--- src/rtl/proj1_sweep_ctrl.sv ---
// Exhaustive truth-table sweep of a 3-input function: walks {x2,x1,x0} 0..7,
// samples z after a settle window per vector and compares against a latched mask.
module proj1_sweep_ctrl #(
  parameter int unsigned SETTLE_CYCLES = 2
) (
  input  logic       i_clk,
  input  logic       i_rst,
  input  logic       i_start,
  input  logic       i_abort,
  input  logic [7:0] i_exp_mask,
  input  logic       i_z,
  output logic       o_x0,
  output logic       o_x1,
  output logic       o_x2,
  output logic       o_busy,
  output logic       o_done,
  output logic [7:0] o_result,
  output logic       o_pass,
  output logic       o_fail_valid,
  output logic [2:0] o_fail_idx
);

  localparam logic [3:0] LP_SETTLE_LAST = 4'(SETTLE_CYCLES - 1);

  typedef enum logic [1:0] {ST_IDLE, ST_SETTLE, ST_SAMPLE, ST_DONE} state_t;

  state_t     r_state;
  state_t     w_state_nxt;
  logic [3:0] r_cnt;
  logic [2:0] r_idx;
  logic [7:0] r_mask;
  logic [7:0] r_result;
  logic       r_pass;
  logic       r_fail_valid;
  logic [2:0] r_fail_idx;

  logic       w_accept;
  logic       w_active;
  logic       w_capture;
  logic [7:0] w_result_cap;
  logic [7:0] w_mismatch;
  logic [2:0] w_fail_idx;

  always_ff @(posedge i_clk or posedge i_rst) begin
    if (i_rst) r_state <= ST_IDLE;
    else       r_state <= w_state_nxt;
  end

  always_comb begin
    w_state_nxt = r_state;
    case (r_state)
      ST_IDLE:   if (i_start) w_state_nxt = ST_SETTLE;
      ST_SETTLE: begin
        if (i_abort)                      w_state_nxt = ST_IDLE;
        else if (r_cnt == LP_SETTLE_LAST) w_state_nxt = ST_SAMPLE;
      end
      ST_SAMPLE: begin
        if (i_abort)            w_state_nxt = ST_IDLE;
        else if (r_idx == 3'd7) w_state_nxt = ST_DONE;
        else                    w_state_nxt = ST_SETTLE;
      end
      ST_DONE:   w_state_nxt = ST_IDLE;
      default:   w_state_nxt = ST_IDLE;
    endcase
  end

  assign w_accept  = (r_state == ST_IDLE) && i_start;
  assign w_active  = (r_state == ST_SETTLE) || (r_state == ST_SAMPLE);
  assign w_capture = (r_state == ST_SAMPLE) && !i_abort;

  // Final verdict must include the bit being captured on the same edge.
  always_comb begin
    w_result_cap        = r_result;
    w_result_cap[r_idx] = i_z;
  end

  assign w_mismatch = w_result_cap ^ r_mask;

  always_comb begin
    w_fail_idx = 3'd0;
    for (int i = 7; i >= 0; i--) begin
      if (w_mismatch[i]) w_fail_idx = 3'(i);
    end
  end

  always_ff @(posedge i_clk or posedge i_rst) begin
    if (i_rst) begin
      r_cnt        <= 4'd0;
      r_idx        <= 3'd0;
      r_mask       <= 8'h00;
      r_result     <= 8'h00;
      r_pass       <= 1'b0;
      r_fail_valid <= 1'b0;
      r_fail_idx   <= 3'd0;
    end else if (w_accept) begin
      r_cnt        <= 4'd0;
      r_idx        <= 3'd0;
      r_mask       <= i_exp_mask;
      r_result     <= 8'h00;
      r_pass       <= 1'b0;
      r_fail_valid <= 1'b0;
      r_fail_idx   <= 3'd0;
    end else if (w_active && i_abort) begin
      r_cnt <= 4'd0;
      r_idx <= 3'd0;
    end else if (r_state == ST_SETTLE) begin
      r_cnt <= r_cnt + 4'd1;
    end else if (w_capture) begin
      r_result <= w_result_cap;
      if (r_idx != 3'd7) begin
        r_idx <= r_idx + 3'd1;
        r_cnt <= 4'd0;
      end else begin
        r_pass       <= (w_mismatch == 8'h00);
        r_fail_valid <= |w_mismatch;
        r_fail_idx   <= w_fail_idx;
      end
    end
  end

  assign {o_x2, o_x1, o_x0} = w_active ? r_idx : 3'd0;
  assign o_busy       = w_active;
  assign o_done       = (r_state == ST_DONE);
  assign o_result     = r_result;
  assign o_pass       = r_pass;
  assign o_fail_valid = r_fail_valid;
  assign o_fail_idx   = r_fail_idx;

endmodule

--- config.mk ---
export PLATFORM = sky130hd
export DESIGN_NAME = proj1_sweep_ctrl
export DESIGN_NICKNAME = d
export VERILOG_FILES = /design/src/rtl/proj1_sweep_ctrl.sv
export SDC_FILE = /design/constraint.sdc
export NUM_CORES = 1
export LEC_CHECK = 0
export ABC_AREA = 1
export BUFFER_PORTS_ARGS = -buffer_cell sky130_fd_sc_hd__buf_4
export CAP_MARGIN = 20
export CORE_MARGIN = 3
export CORE_UTILIZATION = 30
export CTS_CLUSTER_DIAMETER = 120
export DETAILED_ROUTE_END_ITERATION = 12
export SYNTH_ARGS = -nofsm -noshare
export SYNTH_HDL_FRONTEND = slang
export SYNTH_SLANG_ARGS = --single-unit
--- constraint.sdc ---
create_clock -name i_clk -period 4.2 [get_ports i_clk]
set_input_delay 0.84 -clock i_clk [delete_from_list [all_inputs] [get_ports i_clk]]
set_output_delay 0.84 -clock i_clk [all_outputs]
set_load 0.05 [all_outputs]
==> reports/metrics.csv, run 1 <==
stage;metric;value;unit
setup_path;arrival;1.47;ns
floorplan;dieArea;0.00714;mm2
final_layout;diodes;0;
worst_hold_path;hold_path.class;flop to flop;
drt;vias;1573;
clock_network;cts_buffers;5;
placed_design;placed_cells;332;
clock_network;clock-sinks;30;
timing;max-slew-margin-rel;50.3;%
power;p_leak;1.16;nW
setup_path;cp.buffers_inverters;3;
global_route;grt_first_pass_wirelength;7180;um
setup_path;critPathSlowestCell;dfrtp_1;
drt;drtIter0Drc;132;
floorplan;rows;27;
clock_network;post_cts_resized;0;
timing;drv_slew;0;
setup_path;cp_data_required_time;3.36;ns
synthesis;seq_area_frac_synth;40.6;%
setup_path;end_kind;output port;
global_route;use_met3;3.14;%
clock_network;cts-root-buf;clkbuf_8;
final_layout;area_growth;20.1;%
job;drv_cap;0;
global_route;grt_pass1_vias;1550;
setup_path;crit_path_max_incr_delay;0.38;ns
clock_network;cts_buffer_depth;2;
floorplan;die_w;84.5;um
global_route;use_met1;16.3;%
synthesis;synthDistinctLibCells;29;
setup_path;crit_chain;inv_1 -> ha_1 -> nand2_1 -> inv_1 -> buf_4;
setup_path;cp-start-kind;flop;
timing;fin_setup_tns;0;ns
final_layout;drive_gt1_share;22.4;%
clock_network;cts_tree;done;
timing;finalSetupViolCount;0;
synthesis;postSynthCellCount;235;
setup_path;crit_start;r_state[0];
floorplan;initial_core_util;32.2;%
final_layout;multi_input_area;946;um2
drt;wl;4210;um
placed_design;gp_congestion;0.824;
floorplan;die_h;84.5;um
floorplan;core;0.00574;mm2
setup_path;worstSetupPathType;flop to output port;
power;ir_worst_vdd;234;uV
outcome;outcome;complete, no violations;
floorplan;io-pin-count;31;
power;power_density;809;mW/mm2
placed_design;io_buffer_count;30;
global_route;top_usage_layer;met2;
global_route;overflow;0;
setup_path;cp_top_family;flip-flops;
synthesis;yosysWarnings;0;
drt;dr.pass1.iters;4;
worst_hold_path;min_from;o_pass;
setup_path;path_common_cell;inv_1;
clock_network;clk_latency;0.29;ns
setup_path;critPathMaxFanout;5;
global_route;track_usage;12.6;%
clock_network;hold_buffers;0;
placed_design;hpwl;3190;um
timing;worst_pin_slew;0.745;ns
global_route;grt_max_degree;19;
synthesis;syn-num-nets;257;
final_layout;mostFrequentLayoutCells;78 x nand2_1, 31 x buf_4, 30 x dfrtp_1;
final_layout;final_util;38.7;%
synthesis;postSynthAreaPerCell;7.87;um2
final_layout;final_nets;289;
timing;clock_skew;0.00989;ns
clock_network;h-tree-depth;2;
drt;postRouteAntennaNets;0;
synthesis;netlist_area;0.00185;mm2
timing;fmax;0.433;GHz
drt;vias_per_cell;4.63;
final_layout;final_cells;340;
final_layout;final-seq-area;751;um2
synthesis;ys_seq_elements;30;
final_layout;final_common_cell;nand2_1;
drt;drc_errors;0;
drt;wire_per_inst;12.4;um
final_layout;nFillCells;576;
setup_path;rr_startpoint;r_idx[1];
global_route;antenna_found_initial;0;
timing;finalCritPeriodShare;55.0;%
clock_network;clkSlewWorstSetupHoldPaths;0.07;ns
timing;finalCriticalPeriod;2.31;ns
timing;hold_viol;0;
clock_network;postCtsSetupBuffers;0;
timing;rsz0062_at_grt;false;
global_route;met2_usage;19.5;%
## synth_stat cells
cell / number / area (um2)
buf_6: 3 / 33.8
clkbuf_1: 2 / 7.51
dfrtp_1: 30 / 751
inv_1: 24 / 90.1
nand2_2: 3 / 18.8
o22ai_1: 1 / 6.26
nor2_1: 9 / 33.8
inv_2: 2 / 7.51
o21ai_0: 19 / 95.1
nand3b_1: 1 / 7.51
xnor2_2: 4 / 65.1
and3_1: 1 / 6.26
clkinv_4: 1 / 8.76
nand4_1: 8 / 50.1
buf_2: 1 / 5.00
xor2_2: 1 / 16.3
xor2_1: 2 / 17.5
o21ai_1: 1 / 5.00
nor2_4: 1 / 11.3
nand3_2: 3 / 30.0
nand3_1: 21 / 105
ha_1: 9 / 113
nor2_2: 2 / 12.5
o211ai_1: 1 / 7.51
nand2_1: 78 / 293
nor3_1: 1 / 5.00
a21oi_1: 1 / 5.00
a22oi_1: 1 / 7.51
o21ai_2: 4 / 35.0
## logic make-up (layout without fill, tap and decap cells)
kind of cell             after synthesis  count (layout)  synth area share [%]
AND/OR/NAND/NOR                      128             128                  31.0
XOR/XNOR                               7               7                  5.35
adder cells (fa/ha/maj)                9               9                  6.09
flip-flops                            30              30                  40.6
AO/OA/AOI/OAI                         28              28                  8.73
buffers and inverters                 33              66                  8.25
## state kept, by name, summed over array words and instances, names as in the netlist
register,flops
o_fail_idx,3
r_mask,8
o_pass,1
r_cnt,4
r_state,2
r_idx,3
o_result,8
o_fail_valid,1
## layout make-up
type                       instances  area share, %
clock inverter                     2          0.563
inverter                          27           4.79
timing repair buffer              31           10.5
clock buffer                       6           3.72
multi-input combinational        172           42.6
sequential                        30           33.8
tap                               72           4.06
## path summary, 6_finish.rpt
check                           endpoint  slack, ns  depth (start not counted)
setup / recovery                    o_x2       1.89                          5
min in group asynchronous   o_fail_valid       0.67                          2
setup reg to reg           o_fail_idx[1]       1.91                          9
hold reg to reg                   o_pass       0.48                          2
hold / removal                    o_pass       0.48                          2
max in group asynchronous       r_cnt[2]       2.86                          3
## per-stage QoR
step,power (mW),hold slack (ns),area (um2),setup slack [ns]
after floorplan,1.32,0.462,1850,1.90
after global placement,1.54,0.469,2130,1.85
after detailed placement,1.55,0.468,2130,1.85
after CTS,1.81,0.488,2220,1.88
after global routing,1.95,0.514,2220,1.76
final,1.80,0.483,2220,1.89
## per-layer routing
metal / routed length (um) / vias to the layer above / share of wire, %
met1: 2030 / 708 / 48
met2: 1920 / 36 / 46
met4: 98 / 0 / 2.3
met5: 0 / - / 0
met3: 165 / 6 / 3.9
li1: - / 823 / -
## tightest hold or removal path, delay by kind of cell (launching register included)
kind / cells / cell delay, ns
flops: 1 / 0.35
simple gates: 2 / 0.11
## power breakdown
group          switching, mW  internal [mW]
sequential             0.110          0.397
combinational          0.704          0.335
clock                  0.119          0.132
Note: power is estimated with default switching activity, not from simulation.
==> run 2, diff against run 1 <==
==> constraint.sdc (replaced) <==
create_clock -name i_clk -period 2.01 [get_ports i_clk]
set_input_delay 0.402 -clock i_clk [delete_from_list [all_inputs] [get_ports i_clk]]
set_output_delay 0.402 -clock i_clk [all_outputs]
set_load 0.05 [all_outputs]
==> run 2 against run 1 <==
Cell count up 2.1%. Setup slack worse by 1.7 ns. Critical path depth is 6 higher. Sequential share of layout area is 1.0 points lower. Clock skew fell by 0.0045 ns. Largest cell class unchanged. Design area increased by 3.1%.
==> reports/metrics.csv, run 2 (synthesized netlist as in run 1, its figures left out) <==
stage;metric;value;unit
clock_network;h-tree-depth;2;
timing;finalCriticalPeriod;1.84;ns
drt;vias;1598;
power;clock_power_share;15.4;%
worst_hold_path;hold_path.class;input port to asynchronous set/reset pin;
global_route;grt_first_pass_wirelength;6970;um
drt;wl;4120;um
setup_path;cp.buffers_inverters;3;
drt;drc_errors;0;
timing;rsz0062_at_grt;true;
setup_path;cp_data_required_time;2.18;ns
floorplan;dieArea;0.00714;mm2
setup_path;crit_start;r_state[0];
clock_network;cts_buffer_depth;2;
power;netSwitchingFraction;49.9;%
floorplan;die_w;84.5;um
power;p_sw;1.95;mW
placed_design;place_area;0.00218;mm2
power;power_density;1710;mW/mm2
setup_path;r2r_slack;0.17;ns
timing;finalSetupViolCount;0;
setup_path;critPathMaxFanout;5;
clock_network;clkSlewWorstSetupHoldPaths;0.07;ns
setup_path;crit_chain;inv_1 -> ha_1 -> nand2_1 -> nand2_1 -> inv_1 -> nand2_1 -> nor2_2 -> inv_1 -> nand2_1 -> xor2_1 -> a21oi_1;
setup_path;cp_top_family;simple AND/OR/NAND/NOR gates;
clock_network;cts_buffers;5;
placed_design;gp_congestion;0.849;
setup_path;arrival;2.01;ns
floorplan;rows;27;
timing;max-slew-margin-rel;67.5;%
power;p_int;1.96;mW
floorplan;io-pin-count;31;
final_layout;drive_gt1_share;24.7;%
placed_design;hpwl;3110;um
drt;drtIter0Drc;88;
power;ir_worst_vdd;573;uV
timing;clock_skew;0.00534;ns
floorplan;initial_core_util;32.2;%
power;p_leak;1.21;nW
timing;finalCritPeriodShare;91.6;%
global_route;track_usage;12.1;%
final_layout;final_cell_area;0.00229;mm2
final_layout;final_cells;347;
final_layout;final_common_cell;nand2_1;
setup_path;crit_path_max_incr_delay;0.38;ns
setup_path;worstSetupPathType;flop to flop;
power;p_total;3.91;mW
clock_network;cts_tree;done;
clock_network;clock-sinks;30;
placed_design;placed_cells;339;
timing;fin_setup_tns;0;ns
power;power_frac_comb;59.2;%
final_layout;nFillCells;602;
placed_design;io_buffer_count;30;
timing;fmax;0.543;GHz
drt;vias_per_cell;4.61;
final_layout;mostFrequentLayoutCells;78 x nand2_1, 38 x buf_4, 30 x dfrtp_1;
final_layout;area_growth;23.8;%
timing;worst_pin_slew;0.486;ns
job;drv_cap;0;
outcome;outcome;complete, no violations;
final_layout;final_nets;296;
setup_path;critPathCapture;r_cnt[2];
final_layout;diodes;0;
setup_path;rr_startpoint;r_state[0];
drt;wire_per_inst;11.9;um
placed_design;dpl_worst_slack;0.160;ns
clock_network;cts-root-buf;clkbuf_8;
timing;fin_ws;0.168;ns
power;seq_power_share;25.4;%
setup_path;rr_endpoint;r_cnt[2];
global_route;antenna_found_initial;0;
setup_path;path_common_cell;nand2_1;
clock_network;clk_latency;0.29;ns
drt;dr.pass1.iters;4;
final_layout;final_util;39.9;%
global_route;grt_pass1_vias;1582;
setup_path;reg2reg_depth;11;
setup_path;end_kind;flop;
floorplan;core;0.00574;mm2
timing;hold_ws;0.195;ns
floorplan;die_h;84.5;um
timing;drv_slew;0;
setup_path;cp.depth;11;
global_route;overflow;0;
timing;hold_viol;0;
setup_path;critPathSlowestCell;dfrtp_1;
global_route;grt_max_degree;31;
setup_path;cp-start-kind;flop;
drt;postRouteAntennaNets;0;
run 2: cell count changes in the layout (fill, tap and decap cells not counted):
cell | before | now
nor2_2 | 2 | 3
clkinv_2 | 1 | 2
buf_4 | 31 | 38
clkinvlp_4 | 1 | 0
bufinv_16 | 0 | 1
clkbuf_8 | 6 | 5
nor2_1 | 9 | 8
run 2: area by class of cell:
class                   instances  area, um2  share of cell area [%]
multi-input cells             172        948                    41.4
clock inverters                 3       40.0                    1.75
flip-flops and latches         30        751                    32.8
repair buffers                 38        285                    12.5
inverters                      27        106                    4.64
well taps                      72       90.1                    3.93
clock buffers                   5       68.8                    3.01
run 2: per-layer routing:
| layer | track usage [%] | wire, um |
|---|---|---|
| met2 | 19.8 | 1980 |
| met1 | 14.8 | 1930 |
| met3 | 2.94 | 151 |
| met4 | 5.90 | 65 |
| met5 | 0 | 0 |
run 2: worst min path at each step:
stage / slack, ns / depth (start not counted) / startpoint / end
CTS: 0.21 / 3 / i_rst / o_fail_valid
detailed placement: 0.47 / 2 / o_fail_idx[1] / o_fail_idx[1]
global placement: 0.47 / 2 / o_pass / o_pass
global route: 0.23 / 3 / i_rst / o_fail_valid
floorplan: 0.46 / 2 / r_mask[5] / r_mask[5]
finish: 0.19 / 3 / i_rst / o_result[6]
run 2: repair_timing:
item	in CTS	in global routing
resized for setup	0	1
hold buffers	0	0
setup buffers	0	0
endpoints found under the setup margin	0	1
hold endpoints to repair	0	0
run 2: worst reg2reg max path, stage by stage, from the launching register on:
cell and delay (ns):
dfrtp_1 0.38, inv_1 0.10, ha_1 0.36, nand2_1 0.11, nand2_1 0.07, inv_1 0.11
nand2_1 0.09, nor2_2 0.13, inv_1 0.09, nand2_1 0.08, xor2_1 0.15, a21oi_1 0.05
run 2: power groups by stage:
stage	Sequential (mW)	Clock, mW	Combinational (mW)
2_1_floorplan	1.28	0	1.47
3_3_place_gp	1.00	0	2.30
3_5_place_dp	1.01	0	2.31
4_1_cts	0.997	0.619	2.33
5_1_grt	1.03	0.649	2.57
6_report	0.994	0.603	2.32
